==> config.mk <==
export PLATFORM = sky130hd
export DESIGN_NAME = irq_controller
export DESIGN_NICKNAME = d
export VERILOG_FILES = /design/src/rtl/irq_pkg.sv /design/src/rtl/irq_gateway.sv /design/src/rtl/irq_controller.sv
export SDC_FILE = /design/constraint.sdc
export NUM_CORES = 1
export LEC_CHECK = 0
export ABC_AREA = 1
export BUFFER_PORTS_ARGS = -buffer_cell sky130_fd_sc_hd__buf_2
export CAP_MARGIN = 20
export CORE_MARGIN = 4
export CORE_UTILIZATION = 40
export CTS_BUF_LIST = sky130_fd_sc_hd__clkbuf_16
export DETAILED_ROUTE_END_ITERATION = 10
export MAX_ROUTING_LAYER = met4
export PLACE_DENSITY = 0.55
export RECOVER_POWER = 25
export SYNTH_ARGS = -nofsm -noshare
export SYNTH_HDL_FRONTEND = slang
export SYNTH_SLANG_ARGS = --single-unit
==> constraint.sdc <==
create_clock -name clk -period 11 [get_ports clk]
set_clock_uncertainty 0.2 [all_clocks]
set_input_delay 0 -clock clk [delete_from_list [all_inputs] [get_ports clk]]
set_output_delay 0 -clock clk [all_outputs]
set_load 0.05 [all_outputs]
==> src/rtl/irq_pkg.sv <==
// Shared types for the interrupt controller: per-channel state encoding
// and the layout of the configuration write word.
package irq_pkg;

  localparam int MAX_IRQ = 31;

  typedef enum logic [1:0] {
    IDLE       = 2'd0,
    PENDING    = 2'd1,
    IN_SERVICE = 2'd2
  } chan_state_e;

  // cfg_wdata is {edge_mode, enable, prio}; these offsets count upward from
  // the first bit above the prio field.
  localparam int CFG_ENABLE_OFS = 0;
  localparam int CFG_EDGE_OFS   = 1;

endpackage

==> src/rtl/irq_gateway.sv <==
// One interrupt channel: two-flop synchroniser, rising-edge detect, and the
// IDLE/PENDING/IN_SERVICE tracker with a single held "repend" edge.
module irq_gateway
  import irq_pkg::*;
(
  input  logic        clk,
  input  logic        rst,
  input  logic        src,
  input  logic        edge_mode,
  input  logic        claim_hit,
  input  logic        complete_hit,
  output chan_state_e state
);

  logic        sync1_q, sync2_q, prev_q;
  logic        repend_q, repend_d;
  chan_state_e state_d;
  logic        rise, edge_ev, level_ev, trigger;

  assign rise     = sync2_q & ~prev_q;
  assign edge_ev  = edge_mode & rise;
  assign level_ev = ~edge_mode & sync2_q;
  assign trigger  = edge_ev | level_ev;

  // Bring the asynchronous source into the clock domain and keep one
  // extra stage so a 0->1 transition can be seen.
  always_ff @(posedge clk) begin
    if (!rst) begin
      sync1_q <= 1'b0;
      sync2_q <= 1'b0;
      prev_q  <= 1'b0;
    end else begin
      sync1_q <= src;
      sync2_q <= sync1_q;
      prev_q  <= sync2_q;
    end
  end

  // Channel state and repend registers.
  always_ff @(posedge clk) begin
    if (!rst) begin
      state    <= IDLE;
      repend_q <= 1'b0;
    end else begin
      state    <= state_d;
      repend_q <= repend_d;
    end
  end

  // Next-state logic; complete only matters in IN_SERVICE, claim only in
  // PENDING, so a same-cycle claim+complete resolves naturally.
  always_comb begin
    state_d  = state;
    repend_d = repend_q;
    case (state)
      IDLE: begin
        if (trigger) state_d = PENDING;
      end
      PENDING: begin
        if (claim_hit) state_d = IN_SERVICE;
        if (edge_ev) repend_d = 1'b1;
      end
      IN_SERVICE: begin
        if (complete_hit) begin
          if (repend_q) begin
            state_d  = PENDING;
            repend_d = edge_ev;
          end else if (trigger) begin
            state_d = PENDING;
          end else begin
            state_d = IDLE;
          end
        end else if (edge_ev) begin
          repend_d = 1'b1;
        end
      end
      default: state_d = IDLE;
    endcase
  end

endmodule

==> src/rtl/irq_controller.sv <==
// Priority interrupt controller: per-channel gateways, configuration
// registers, and a registered highest-priority arbiter.
//
// Request/claim protocol: irq_req/irq_id form a level "valid" that the core
// may observe at any time. A one-cycle claim pulse is the "ready": it accepts
// whatever irq_id shows in that cycle, and the named channel is removed from
// arbitration at the same edge. complete/complete_id is an independent
// one-cycle pulse that releases a channel from IN_SERVICE.
module irq_controller
  import irq_pkg::*;
#(
  parameter  int NUM_IRQ = 4,
  parameter  int PRIO_W  = 3,
  localparam int ID_W    = $clog2(NUM_IRQ + 1)
) (
  input  logic                clk,
  input  logic                rst,
  input  logic [NUM_IRQ-1:0]  irq_src,
  input  logic                cfg_wr,
  input  logic [ID_W-1:0]     cfg_addr,
  input  logic [PRIO_W+1:0]   cfg_wdata,
  output logic                irq_req,
  output logic [ID_W-1:0]     irq_id,
  input  logic                claim,
  input  logic                complete,
  input  logic [ID_W-1:0]     complete_id
);

  if (NUM_IRQ < 1 || NUM_IRQ > MAX_IRQ) begin : g_bad_num_irq
    $error("irq_controller: NUM_IRQ must be in 1..31");
  end

  logic [PRIO_W-1:0]  prio_q [NUM_IRQ];
  logic [NUM_IRQ-1:0] enable_q, edge_q;
  logic [PRIO_W-1:0]  threshold_q;
  logic [NUM_IRQ-1:0] claim_hit, complete_hit;
  chan_state_e        chan_state [NUM_IRQ];
  logic [ID_W-1:0]    win_id;
  logic [PRIO_W-1:0]  win_prio;

  logic [PRIO_W-1:0]  cfg_prio;
  logic               cfg_en, cfg_edge;

  assign cfg_prio = cfg_wdata[PRIO_W-1:0];
  assign cfg_en   = cfg_wdata[PRIO_W + CFG_ENABLE_OFS];
  assign cfg_edge = cfg_wdata[PRIO_W + CFG_EDGE_OFS];

  // Configuration registers; address 0 is the threshold, out-of-range
  // addresses match nothing and are dropped.
  always_ff @(posedge clk) begin
    if (!rst) begin
      threshold_q <= '0;
      enable_q    <= '0;
      edge_q      <= '0;
      for (int i = 0; i < NUM_IRQ; i++) prio_q[i] <= '0;
    end else if (cfg_wr) begin
      if (cfg_addr == '0) threshold_q <= cfg_prio;
      for (int i = 0; i < NUM_IRQ; i++) begin
        if (cfg_addr == ID_W'(i + 1)) begin
          prio_q[i]   <= cfg_prio;
          enable_q[i] <= cfg_en;
          edge_q[i]   <= cfg_edge;
        end
      end
    end
  end

  // Decode which channel the claim and complete pulses refer to.
  always_comb begin
    claim_hit    = '0;
    complete_hit = '0;
    for (int i = 0; i < NUM_IRQ; i++) begin
      claim_hit[i]    = claim && (irq_id == ID_W'(i + 1));
      complete_hit[i] = complete && (complete_id == ID_W'(i + 1));
    end
  end

  for (genvar g = 0; g < NUM_IRQ; g++) begin : g_chan
    irq_gateway u_gateway (
      .clk          (clk),
      .rst          (rst),
      .src          (irq_src[g]),
      .edge_mode    (edge_q[g]),
      .claim_hit    (claim_hit[g]),
      .complete_hit (complete_hit[g]),
      .state        (chan_state[g])
    );
  end

  // Highest priority wins; scanning upward with a strict compare keeps the
  // lowest ID on ties. The channel being claimed this cycle is skipped.
  always_comb begin
    win_id   = '0;
    win_prio = '0;
    for (int i = 0; i < NUM_IRQ; i++) begin
      if (chan_state[i] == PENDING && enable_q[i] && prio_q[i] != '0 &&
          prio_q[i] > threshold_q && !claim_hit[i] && prio_q[i] > win_prio) begin
        win_id   = ID_W'(i + 1);
        win_prio = prio_q[i];
      end
    end
  end

  // Registered request outputs toward the core.
  always_ff @(posedge clk) begin
    if (!rst) begin
      irq_req <= 1'b0;
      irq_id  <= '0;
    end else begin
      irq_req <= (win_id != '0);
      irq_id  <= win_id;
    end
  end

endmodule

After elaboration in Yosys (flattened, before gate mapping)
Memory sizes are Yosys's and may differ from the RTL's.
Index checks and enable logic that the tools add are counted.
{"block": "totals", "reg_bits": 39, "latch_bits": 0, "ramBits": 12, "rom_bits": 0, "mem_count": 1}
{"memory": "prio_q", "words": 4, "width": 3, "read_ports": 4, "rd_clocked_by_memory_dff": 0, "wr": 4, "line": "irq_controller.sv:33", "rtl": "logic [PRIO_W-1:0] prio_q [NUM_IRQ];"}
{"block": "classes", "addsub": 0, "n_mul": 0, "div": 0, "magnitude_cmp": 8, "eq_ne": 32, "shift": 0, "muxes": 68, "n_bitwise": 28, "n_reduce_logical": 55}
{"op": "2-to-1 mux 1 bit", "count": 34}
{"op": "2-to-1 mux 2 bit", "count": 16}
{"op": "2-to-1 mux 3 bit", "count": 10}
{"op": "logical AND 1 bit", "count": 28}
{"op": "!= test 2 x 1 -> 1 bit, second input constant", "count": 12}
{"op": "one-hot mux 2 bit (3 select lines)", "count": 4}
{"op": "greater-than comparator 3 bit", "count": 7}
{"op": "== test 3 x 2 -> 1 bit, second input constant", "count": 6}
{"op": "nonzero test 3 bit", "count": 5}
{"op": "bitwise AND 1 bit", "count": 12}
{"op": "AND reduction 3 bit", "count": 4}
{"op": "AND reduction 2 bit", "count": 5}
{"op": "== test 3 x 1 -> 1 bit, second input constant", "count": 3}
{"op": "== test 3 bit, second input constant", "count": 3}
{"op": "== test 2 x 1 -> 1 bit, second input constant", "count": 4}
{"op": "== test 2 bit, second input constant", "count": 4}
{"op": "logical NOT 2 bit", "count": 4}
{"op": "inverter 1 bit", "count": 8}
{"op": "bitwise OR 1 bit", "count": 8}
{"op": "one-hot mux 1 bit (2 select lines)", "count": 4}
{"op": "nonzero test 2 bit", "count": 4}
{"op": "logical NOT 1 bit", "count": 4}
{"op": "greater-than comparator 3 x 1 -> 1 bit, second input constant", "count": 1}
{"op": "logical NOT 3 bit", "count": 1}

Depth between registers and ports, before layout
{"block": "depth", "depth_word": 17, "mapped_depth": 33, "ltp_nobuf": 33}

Cells and area by module
Synthesis repeated with hierarchy kept, for this count alone.
{"block": "hier_totals", "cells_unflattened": 434, "area_unflattened_um2": 3218.1}
{"mod": "irq_controller", "instances": 1, "cells_each": 238, "area_each_um2": 1841.8, "seq_area_each_um2": 660.6}
{"mod": "irq_gateway", "instances": 4, "cells_each": 49, "area_each_um2": 344.1, "seq_area_each_um2": 120.1}

Worst setup path before layout
OpenSTA, ideal clock, no wires.
{"block": "synth_path", "kind": "register to register", "start": "mem prio_q[0][2]", "end": "reg irq_req", "setup_ns": 0.120, "arrival_ns": 3.674, "t_required_ns": 10.680, "slack_ns": 7.006, "path_stages_with_launch": 33, "synth_period_minus_slack_ns": 3.994, "cell_sequence": "edfxtp_1 -> ha_1 -> nand2_1 -> nand2_1 -> nor2_1 -> nor2_4 -> nand3_1 -> inv_1 -> ha_1 -> nand3_1 -> nand2_1 -> inv_1 -> nand2_1 -> nor2_1 -> nand3_1 -> and2_1 -> ha_1 -> nand3_1 -> nand2_1 -> nor2_1 -> nand3_2 -> inv_1 -> nand2_1 -> nand2_1 -> ha_1 -> nand2_1 -> inv_1 -> nor3_1 -> nor2_1 -> nand2_1 -> nand2_1 -> nor2_1 -> nor2_1"}
{"item": "start: declaration", "line": "irq_controller.sv:33"}
{"item": "end signal: assignment", "line": "irq_controller.sv:110", "rtl": "irq_req <= (win_id != '0);"}
{"item": "end: declaration", "line": "irq_controller.sv:22", "rtl": "output logic irq_req,"}

==> results.txt <==
----------------------------------------------------
[Run status]
  Result of the run ... complete, no violations

[CTS]
  TritonCTS clock tree ... built
  Number of setup buffers added after CTS ... 0
  Clock root buffer master ... sky130_fd_sc_hd__clkbuf_16
  Number of clock buffers inserted by TritonCTS ... 5
  Post-CTS clock slew at the launch and capture registers of the worst setup and hold paths ... 70 ps
  CTS sink cnt ... 51
  Worst-skew pair later-pin latency ... 290 ps
  Total of hold buffers inserted after clock tree synthesis ... 26
  H-tree depth ... 2
  Post-cts resize count ... 0
  Max Buffers Root-to-Sink ... 2

[Place]
  Port Buffers ... 23
  Detailed placer's ending HPWL ... between 5000 and 6000 um
  Placed Cells incl. Taps ... 537
  Area after detailed placement ... 0.00335 mm2
  Final weighted congestion in routability-driven placement ... 0.882

[Detailed routing]
  Vias per Instance ... 4.74
  Total via count in the routed design ... 2705
  Total wirelength of the detailed-routed design ... 6970 um
  Number of nets with antenna violations after routing ... 0
  Average routed wire per standard cell ... approximately 12 um
  TritonRoute pass-1 iters ... 4
  First-iteration detailed-routing DRC count ... between 90 and 100
  Number of remaining DRC errors ... 0

[Hold path]
  Worst min-delay path category ... in2reg
  Start point of the worst min-delay path ... complete_id[0]
  Cell depth of the worst min-delay path ... 5
  Worst Hold End ... g_chan[2].u_gateway.state[1]

[Finish]
  Fill cell instance count of the final layout ... around 730
  N_diodes ... 0
  Combined area of the multi-input logic cells ... ~0.0017 mm2
  Count of placed standard cells in the final layout, fillers left out ... 571
  Proportion of layout cells with a drive suffix above 1 ... 10.4%
  FF+latch area ... roughly 0.0011 mm2
  Layout-stage area growth over the synthesis result ... 21.0%
  Number of nets in the layout ... between 500 and 600
  Area of all placed cells without fillers ... 0.00377 mm2

[Worst setup path]
  Worst-path maximum fanout ... 7
  Crit path top cell by count ... sky130_fd_sc_hd__nand2_1
  WP data arrival ... 4540 ps
  Required arrival time at the worst endpoint ... 10980 ps
  Critical path startpoint category ... flip-flop
  Reg-to-Reg End ... irq_id[0]
  Reg2Reg Launch Point ... prio_q[0][2]
  Slowest stage delay, CP ... approximately 460 ps
  Depth of the worst register-to-register path ... 30
  Worst-path cell with the longest stage delay ... sky130_fd_sc_hd__edfxtp_1
  Type of the worst setup path ... reg2reg
  Slack of the worst reg-to-reg path ... 6440 ps
  Critical path capture point type ... flip-flop

[STA]
  Final-report max-slew violation count ... 0
  Total of endpoints with negative setup slack in the final report ... 0
  Slew HR ... approximately 60%
  Final cycle utilization of the critical path ... about two fifths
  Endpoints failing hold ... 0
  Maximum operating frequency ... ~220 MHz
  Min Clock Period, post-route ... 4560 ps
  Slew @ Worst Pin ... between 600 and 700 ps
  RSZ-0062 raised after global routing ... no
  Aggregate negative setup slack ... 0 ps

[Floorplanning]
  Die Y ... ~96 um
  Horizontal extent of the die ... a little under 100 um
  Placement row count ... 31
  Effective utilization at floorplan ... 42.1%
  Top-level port count ... 24
  Core Box Area ... 0.00741 mm2
  DIE AREA ... just over 0.009 mm2

[Global route]
  GRT Overall Usage ... 17.4%
  Via count of the first global-routing pass ... 2699
  Largest net degree at the start of global routing ... 37
  Leftover overflow at the end of global routing ... 0
  First-pass GRT wire length ... 12200 um
  Antenna violations before repair ... 0

[Yosys]
  Ys async rst share ... 0%
  EDFF count, synth ... 12
  Number of cells produced by synthesis ... approximately 420
  Unique masters post-synth ... 29
  Synth top area share ... between 20% and 30%
  Proportion of synthesized chip area in sequential cells ... 36.6%
  Post-synthesis area per instance ... between 7 and 8 um2
  Largest area contributor in the synthesized netlist ... sky130_fd_sc_hd__dfxtp_1
  Count of warnings emitted by yosys ... 0
  Number of storage elements in the synthesis netlist ... 51
  Main area contributors after synthesis ... sky130_fd_sc_hd__dfxtp_1, sky130_fd_sc_hd__ha_1, sky130_fd_sc_hd__edfxtp_1
  Post-synthesis instance area ... between 0.003 and 0.004 mm2
  Flip-flop cell with the highest count after synthesis ... sky130_fd_sc_hd__dfxtp_1
  Net count after synthesis ... 479

[Power]
  Total leakage power ... 1.84 nW
  Power per unit of standard cell area ... around 160 mW/mm2
  Peak supply drop ... 0.0901 mV
  Overall power consumption ... 0.585 mW

[Flow run]
  Max-cap viol count ... 0

----------------------------------------------------
## report_power, final
part           internal, mW  switching, mW
registers             0.212         0.0184
clock network         0.109         0.0742
logic                0.0692          0.103
total                 0.389          0.196
## worst max-delay path: cells and delay by family (launching register included)
| family | cells | cell delay [ps] |
|---|---|---|
| AND/OR/NAND/NOR | 21 | 2190 |
| adder cells (fa/ha/maj) | 4 | 1160 |
| flip-flops | 1 | 460 |
| buffers and inverters | 3 | 230 |
| AO/OA/AOI/OAI | 2 | 220 |
## per-layer routing
metal | share of wire, % | GRT usage (%) | up-vias | wire (um)
li1 | - | - | 1444 | -
met1 | 47 | 21.0 | 1219 | 3280
met2 | 49 | 30.4 | 33 | 3410
met3 | 2.4 | 2.58 | 9 | 166
met4 | 1.7 | 4.79 | 0 | 119
met5 | 0 | - | - | 0
## synthesized netlist by cell type, types with 3 or more instances
cell type,instances
sky130_fd_sc_hd__nor2_4,3
sky130_fd_sc_hd__a21oi_1,16
sky130_fd_sc_hd__nand2_2,3
sky130_fd_sc_hd__nand4_1,9
sky130_fd_sc_hd__inv_2,3
sky130_fd_sc_hd__nand2_1,90
sky130_fd_sc_hd__nor3_1,6
sky130_fd_sc_hd__ha_1,41
sky130_fd_sc_hd__edfxtp_1,12
sky130_fd_sc_hd__dfxtp_1,39
sky130_fd_sc_hd__nor2_1,46
sky130_fd_sc_hd__nand3_2,5
sky130_fd_sc_hd__nand3_1,39
sky130_fd_sc_hd__inv_1,72
sky130_fd_sc_hd__buf_2,3
sky130_fd_sc_hd__o21ai_0,15
## stage by stage
stage	hold slack (ps)	utilization, %	setup WS, ps
after floorplan	-102	-	7010
after global placement	-17.7	45.2	6530
after detailed placement	-10.3	45.2	6410
after CTS	9.12	51.0	6390
after global routing	49.0	51.0	5940
final	6.91	51.0	6440
## worst max path at each step
stage | startpoint | end | slack [ps] | depth (start not counted)
floorplan | prio_q[0][2] | irq_req | 7010 | 32
global placement | prio_q[0][2] | irq_id[1] | 6530 | 30
detailed placement | prio_q[0][2] | irq_id[0] | 6410 | 30
CTS | prio_q[0][2] | irq_id[0] | 6390 | 30
global route | prio_q[0][2] | irq_id[0] | 5940 | 30
finish | prio_q[0][2] | irq_id[0] | 6440 | 30
## area by class of cell
| type | instances | area share [%] |
|---|---|---|
| clock buffer | 5 | 3.31 |
| clock inverter | 3 | 1.26 |
| inverter | 75 | 7.46 |
| multi-input combinational | 288 | 44.4 |
| sequential | 51 | 30.2 |
| tap | 99 | 3.28 |
| timing repair buffer | 50 | 10.0 |
## kinds of logic (layout without fill, tap and decap cells)
kind of cell	count (synthesis)	after routing	synth area share [%]
and+or+nand+nor	209	209	30.6
buffers and inverters	79	133	9.63
DFF	51	51	36.6
adders and majority gates	41	41	16.4
AOI/OAI and AO/OA	38	38	6.74
## registers in the layout, summed over array words and instances (netlist names)
name / cells
edge_q: 4
g_chan.u_gateway.state: 8
g_chan.u_gateway.prev_q: 4
irq_id: 3
prio_q: 12
g_chan.u_gateway.repend_q: 4
enable_q: 4
g_chan.u_gateway.sync1_q: 4
g_chan.u_gateway.sync2_q: 4
irq_req: 1
threshold_q: 3
## cells in the final DEF (no fill, tap or decap), drive strengths merged, types with 6 or more instances in the layout
master       instances
o21ai               17
nand2               93
clkbuf               9
ha                  41
nor3                 6
nand4                9
buf                 20
dlygate4sd3         26
edfxtp              12
nand3               44
a21oi               16
inv                 76
dfxtp               39
nor2                51
Power figures use the tool's default switching activity.
